File: config.mk
export PLATFORM = sky130hd
export DESIGN_NAME = xdma_c2h_arbiter
export DESIGN_NICKNAME = d
export VERILOG_FILES = /design/src/rtl/xdma_bpu_pkg.sv /design/src/rtl/axis_skid_buf.sv /design/src/rtl/xdma_c2h_arbiter.sv
export SDC_FILE = /design/constraint.sdc
export NUM_CORES = 1
export LEC_CHECK = 0
export ABC_CLOCK_PERIOD_IN_PS = 5270
export BUFFER_PORTS_ARGS = -buffer_cell sky130_fd_sc_hd__buf_2
export CORE_MARGIN = 5
export CORE_UTILIZATION = 49
export DETAILED_ROUTE_END_ITERATION = 10
export PLACE_DENSITY = 0.87
export RECOVER_POWER = 25
export SYNTH_ARGS = -nofsm -noshare
export SYNTH_HDL_FRONTEND = slang
export SYNTH_SLANG_ARGS = --single-unit
File: constraint.sdc
create_clock -name user_clk -period 5.27 [get_ports user_clk]
set_input_delay 0.2635 -clock user_clk [delete_from_list [all_inputs] [get_ports user_clk]]
set_output_delay 0.2635 -clock user_clk [all_outputs]
set_load 0.005 [all_outputs]
File: src/rtl/xdma_bpu_pkg.sv
// Shared definitions for the C2H stream arbiter: FSM state encoding and
// the upper bound on the number of requesters.
package xdma_bpu_pkg;

    typedef enum logic {
        IDLE = 1'b0,
        PASS = 1'b1
    } state_e;

    localparam int MAX_NUM_SRC = 8;

endpackage

File: src/rtl/axis_skid_buf.sv
// Two-entry AXI-Stream skid buffer carrying tdata/tkeep/tlast.
// The output register gives one cycle of latency; the skid register catches
// the single beat that may arrive while the output is stalled, so in_ready
// can be a flop instead of a combinational copy of out_tready.
module axis_skid_buf #(
    parameter int DATA_WIDTH = 64
) (
    input  logic                    clk,
    input  logic                    rst,
    input  logic [DATA_WIDTH-1:0]   in_tdata,
    input  logic [DATA_WIDTH/8-1:0] in_tkeep,
    input  logic                    in_tlast,
    input  logic                    in_valid,
    output logic                    in_ready,
    output logic [DATA_WIDTH-1:0]   out_tdata,
    output logic [DATA_WIDTH/8-1:0] out_tkeep,
    output logic                    out_tlast,
    output logic                    out_tvalid,
    input  logic                    out_tready
);

    localparam int BEAT_W = DATA_WIDTH + DATA_WIDTH / 8 + 1;

    logic [BEAT_W-1:0] in_beat;
    logic [BEAT_W-1:0] main_q;
    logic [BEAT_W-1:0] skid_q;
    logic              main_valid;
    logic              skid_valid;
    logic              in_ready_r;
    logic              in_fire;

    assign in_beat  = {in_tlast, in_tkeep, in_tdata};
    assign in_fire  = in_valid && in_ready_r;
    assign in_ready = in_ready_r;

    assign out_tvalid = main_valid;
    assign out_tlast  = main_q[BEAT_W-1];
    assign out_tkeep  = main_q[DATA_WIDTH +: DATA_WIDTH/8];
    assign out_tdata  = main_q[DATA_WIDTH-1:0];

    // Output register refills from the skid entry first (preserving order),
    // otherwise from the input; a beat arriving during a stall parks in skid.
    always_ff @(posedge clk or posedge rst) begin
        if (rst) begin
            main_q     <= '0;
            main_valid <= 1'b0;
            skid_q     <= '0;
            skid_valid <= 1'b0;
            in_ready_r <= 1'b0;
        end else if (!main_valid || out_tready) begin
            if (skid_valid) begin
                main_q     <= skid_q;
                main_valid <= 1'b1;
                skid_valid <= 1'b0;
            end else begin
                main_valid <= in_fire;
                if (in_fire) begin
                    main_q <= in_beat;
                end
            end
            in_ready_r <= 1'b1;
        end else begin
            if (in_fire) begin
                skid_q     <= in_beat;
                skid_valid <= 1'b1;
                in_ready_r <= 1'b0;
            end else begin
                in_ready_r <= !skid_valid;
            end
        end
    end

endmodule

File: src/rtl/xdma_c2h_arbiter.sv
// Packet-atomic round-robin arbiter merging NUM_SRC AXI-Stream requesters
// onto XDMA C2H channel 0 through a registered skid buffer.
//
// Handshake: a beat moves on any AXI-Stream interface in the cycle where
// valid and ready are both high at the rising edge; valid never waits on
// ready, and an offered beat holds its payload until it is taken.
module xdma_c2h_arbiter
    import xdma_bpu_pkg::*;
#(
    parameter int NUM_SRC    = 4,
    parameter int DATA_WIDTH = 64
) (
    input  logic                            user_clk,
    input  logic                            user_reset,
    input  logic [NUM_SRC*DATA_WIDTH-1:0]   s_axis_tdata,
    input  logic [NUM_SRC*DATA_WIDTH/8-1:0] s_axis_tkeep,
    input  logic [NUM_SRC-1:0]              s_axis_tlast,
    input  logic [NUM_SRC-1:0]              s_axis_tvalid,
    output logic [NUM_SRC-1:0]              s_axis_tready,
    output logic [DATA_WIDTH-1:0]           m_axis_c2h_tdata_0,
    output logic [DATA_WIDTH/8-1:0]         m_axis_c2h_tkeep_0,
    output logic                            m_axis_c2h_tlast_0,
    output logic                            m_axis_c2h_tvalid_0,
    input  logic                            m_axis_c2h_tready_0,
    output logic [$clog2(NUM_SRC)-1:0]      grant_id,
    output logic                            busy,
    output logic                            pkt_done,
    output state_e                          fsm_state
);

    localparam int ID_W   = $clog2(NUM_SRC);
    localparam int KEEP_W = DATA_WIDTH / 8;

    state_e              state;
    logic [ID_W-1:0]     rr_ptr;
    logic [ID_W-1:0]     sel_id;
    logic [ID_W-1:0]     cand;
    logic                sel_found;
    logic [DATA_WIDTH-1:0] g_tdata;
    logic [KEEP_W-1:0]   g_tkeep;
    logic                g_tlast;
    logic                g_tvalid;
    logic                skid_in_valid;
    logic                skid_in_ready;
    logic                in_fire;

    assign fsm_state = state;

    // Round-robin pick: first requester at or above rr_ptr, wrapping to 0.
    // The loop is bounded by the package maximum so it unrolls the same way
    // for every NUM_SRC.
    always_comb begin
        sel_found = 1'b0;
        sel_id    = rr_ptr;
        cand      = '0;
        for (int i = 0; i < MAX_NUM_SRC; i++) begin
            if (i < NUM_SRC) begin
                cand = ID_W'((int'(rr_ptr) + i) % NUM_SRC);
                if (!sel_found && s_axis_tvalid[cand]) begin
                    sel_found = 1'b1;
                    sel_id    = cand;
                end
            end
        end
    end

    // Steer the granted source's beat toward the skid buffer.
    always_comb begin
        g_tdata  = s_axis_tdata[grant_id*DATA_WIDTH +: DATA_WIDTH];
        g_tkeep  = s_axis_tkeep[grant_id*KEEP_W +: KEEP_W];
        g_tlast  = s_axis_tlast[grant_id];
        g_tvalid = s_axis_tvalid[grant_id];
    end

    assign skid_in_valid = (state == PASS) && g_tvalid;
    assign in_fire       = skid_in_valid && skid_in_ready;
    assign pkt_done      = in_fire && g_tlast;

    // Only the granted source sees ready, and only while a grant is held.
    always_comb begin
        s_axis_tready = '0;
        if (state == PASS) begin
            s_axis_tready[grant_id] = skid_in_ready;
        end
    end

    // Arbitration FSM: one IDLE decision cycle, then PASS until tlast moves.
    always_ff @(posedge user_clk or posedge user_reset) begin
        if (user_reset) begin
            state    <= IDLE;
            rr_ptr   <= '0;
            grant_id <= '0;
            busy     <= 1'b0;
        end else begin
            case (state)
                IDLE: begin
                    if (sel_found) begin
                        grant_id <= sel_id;
                        busy     <= 1'b1;
                        state    <= PASS;
                    end
                end
                PASS: begin
                    if (pkt_done) begin
                        rr_ptr <= (grant_id == ID_W'(NUM_SRC - 1)) ? '0 : grant_id + 1'b1;
                        busy   <= 1'b0;
                        state  <= IDLE;
                    end
                end
                default: begin
                    state <= IDLE;
                    busy  <= 1'b0;
                end
            endcase
        end
    end

    axis_skid_buf #(
        .DATA_WIDTH (DATA_WIDTH)
    ) u_skid (
        .clk        (user_clk),
        .rst        (user_reset),
        .in_tdata   (g_tdata),
        .in_tkeep   (g_tkeep),
        .in_tlast   (g_tlast),
        .in_valid   (skid_in_valid),
        .in_ready   (skid_in_ready),
        .out_tdata  (m_axis_c2h_tdata_0),
        .out_tkeep  (m_axis_c2h_tkeep_0),
        .out_tlast  (m_axis_c2h_tlast_0),
        .out_tvalid (m_axis_c2h_tvalid_0),
        .out_tready (m_axis_c2h_tready_0)
    );

endmodule

==> impl_metrics.ini <==
[job]
drv_cap = 0

[routing]
ant_nets = 0
drc = 0
drt_pass1_iterations = 5
viasPerCell = 6.18
dr_total_vias = 8978
routed_wl_microns = 30000
drtIter0Drc = 731
routedWlPerCell_microns = 20.6

[final_layout]
fin_util = 0.632
diodes = 0
syn_to_final_growth_pct = 27.0
num-fill-cells = 1471
final_cell_mix = 375 x buf_2, 152 x dfrtp_1, 130 x mux2i_1
layout_commonest_cell = buf_2
nets = 1509
regArea_sq_mm = 0.00389
drive_gt1_frac = 0.387
multi_input_area_sq_mm = 0.00504

[clock_network]
ctsHoldBuffers = 0
clock_sinks = 155
cts_setup_buffers = 0
clkTransAtPathRegs_ns = 0.07
cts_resized = 0
root_buffer = clkbuf_16
clockBufferDepth = 2
tritoncts = built
numCtsBuffers = 17
htree_levels = 4
clk_latency_ns = 0.42

[critical_path]
rr_startpoint = grant_id[0]
r2r_setup_slack_ns = 2.19
worst_ep_arrival_time_ns = 2.89
worstPathMaxFanout = 55
crit_path_end_kind = primary output
start_kind = flop
startpoint = grant_id[1]
cp_data_required_time_ns = 5.01
worstSetupPathType = flop to primary output

[grt]
grt_pass1_vias = 9215
grt_max_degree = 109
groute.usage.overall = 0.267
grt_pass1_wl_microns = 47600
antenna_found_initial = 1
grt_overflow = 0

[place]
dp_hpwl_microns = 20400
port_buffers = 381
finalWeightedCongestion = 0.845

[logic_synthesis]
avgSynthCellArea_sq_um = 10.5
ys_types = 32
syn_nets = 1192
synthesis.area_sq_mm = 0.00935
yosysSeqAreaShare = 0.415
synth_seq_cells = 155
yosys_warnings = 0
syn_inst = 889

[floorplan]
num_io_pins = 382
start_util = 0.498
dieWidth_microns = 148
core_sq_mm = 0.0188
fp.dieH_microns = 148
row_count = 50
die_area_sq_mm = 0.0219

[status]
status = complete, but fails checks
violations = negative hold slack

[min_path]
hold_path.class = input pin to async pin

[timing]
hold_violations = 2
slew_violations = 0
setup_viol_count_final = 0
fin_crit_sh = 0.598
rsz0062_at_grt = no
tns_ns = 0
clock_skew_ns = 0.00979
timing.hold.ws_ns = -0.0172
fmax_mhz = 317
worst_slew_pin_slew_ns = 1.21
slew-limit-headroom = 0.190
period_minus_slack_ns = 3.15

[power_and_ir_drop]
peakVddDrop_mv = 0.403
total_power_mw = 7.70
powerDensity_mw_per_mm2 = 649
p_leak_nw = 5.80
==> where the power goes <==
part / internal, mW / leakage [nW] / switching [mW] / total (mW)
registers: 1.81 / 1.81 / 0.405 / 2.22
clock network: 0.720 / 0.283 / 0.533 / 1.25
logic: 1.87 / 3.71 / 2.36 / 4.22
==> synth_stat cells <==
cell,instances,area (sq um)
nor2_1,3,11.3
and3_1,4,25.0
o22ai_2,1,12.5
o22ai_1,55,344
a2bb2oi_1,54,473
o31ai_1,1,7.51
nand2b_1,5,31.3
clkbuf_1,58,218
a211oi_1,54,405
o221ai_1,2,17.5
a21oi_1,42,210
buf_2,34,170
buf_4,5,37.5
nor2b_1,3,18.8
dfrtp_1,155,3880
ha_1,4,50.1
mux4_2,19,428
mux2i_1,130,1300
a21o_1,1,7.51
o22a_1,1,8.76
nor3_1,1,5.00
nor4_1,1,6.26
inv_1,9,33.8
a21boi_0,54,405
a41o_1,53,531
nand2_1,110,413
or2_2,1,6.26
mux2_2,21,236
nand3b_1,1,7.51
a21oi_4,1,16.3
o21ai_0,5,25.0
nand3_1,1,5.00
==> final cells by class <==
| type | instances | share of cell area |
|---|---|---|
| inverters | 9 | 0.00327 |
| clock buffers | 18 | 0.0370 |
| repair buffers | 395 | 0.169 |
| flip-flops and latches | 155 | 0.328 |
| clock inverters | 14 | 0.0136 |
| well taps | 234 | 0.0247 |
| multi-input cells | 628 | 0.425 |
==> worst max-delay path, stage by stage (launching register included) <==
cell	delay, ns
dfrtp_4	0.61
buf_4	0.69
mux2i_1	0.27
mux2_2	0.37
nand2b_1	0.23
inv_1	0.12
buf_2	0.11
==> path summary, 6_finish.rpt <==
path | cells past startpoint | endpoint
min in group user_clk | 3 | grant_id[1]
max in group asynchronous | 3 | u_skid.skid_q[19]
setup / recovery | 6 | pkt_done
hold / removal | 2 | u_skid.main_q[11]
hold reg to reg | 1 | u_skid.skid_q[55]
setup reg to reg | 6 | u_skid.main_q[20]
==> state kept, by name, indices dropped and copies added (netlist names) <==
| name | cells |
|---|---|
| u_skid.skid_q | 73 |
| grant_id | 2 |
| u_skid.skid_valid | 1 |
| u_skid.main_q | 73 |
| u_skid.in_ready | 1 |
| rr_ptr | 2 |
| u_skid.out_tvalid | 1 |
| fsm_state | 1 |
| busy | 1 |
==> metrics by stage <==
stage	setup WS [ns]	cell area, sq um	std cells
2_1_floorplan	0.828	9350	889
3_3_place_gp	2.35	11300	1421
3_5_place_dp	2.28	11300	1421
4_1_cts	2.08	11900	1453
5_1_grt	1.90	11900	1453
6_report	2.12	11900	1453
==> cell families after synthesis <==
family | after synthesis | share of synthesized area
multiplexers | 170 | 0.210
buffers and inverters | 106 | 0.0491
AO/OA/AOI/OAI | 324 | 0.264
AND/OR/NAND/NOR | 130 | 0.0566
flip-flops | 155 | 0.415
adder cells (fa/ha/maj) | 4 | 0.00535
==> layer usage <==
metal,up-vias,part of all wire,track usage
met4,2,0.024,0.0942
met2,449,0.51,0.461
met1,4388,0.39,0.337
li1,4079,-,-
met5,-,0.00043,0
met3,60,0.074,0.0478
Power figures use the tool's default switching activity.
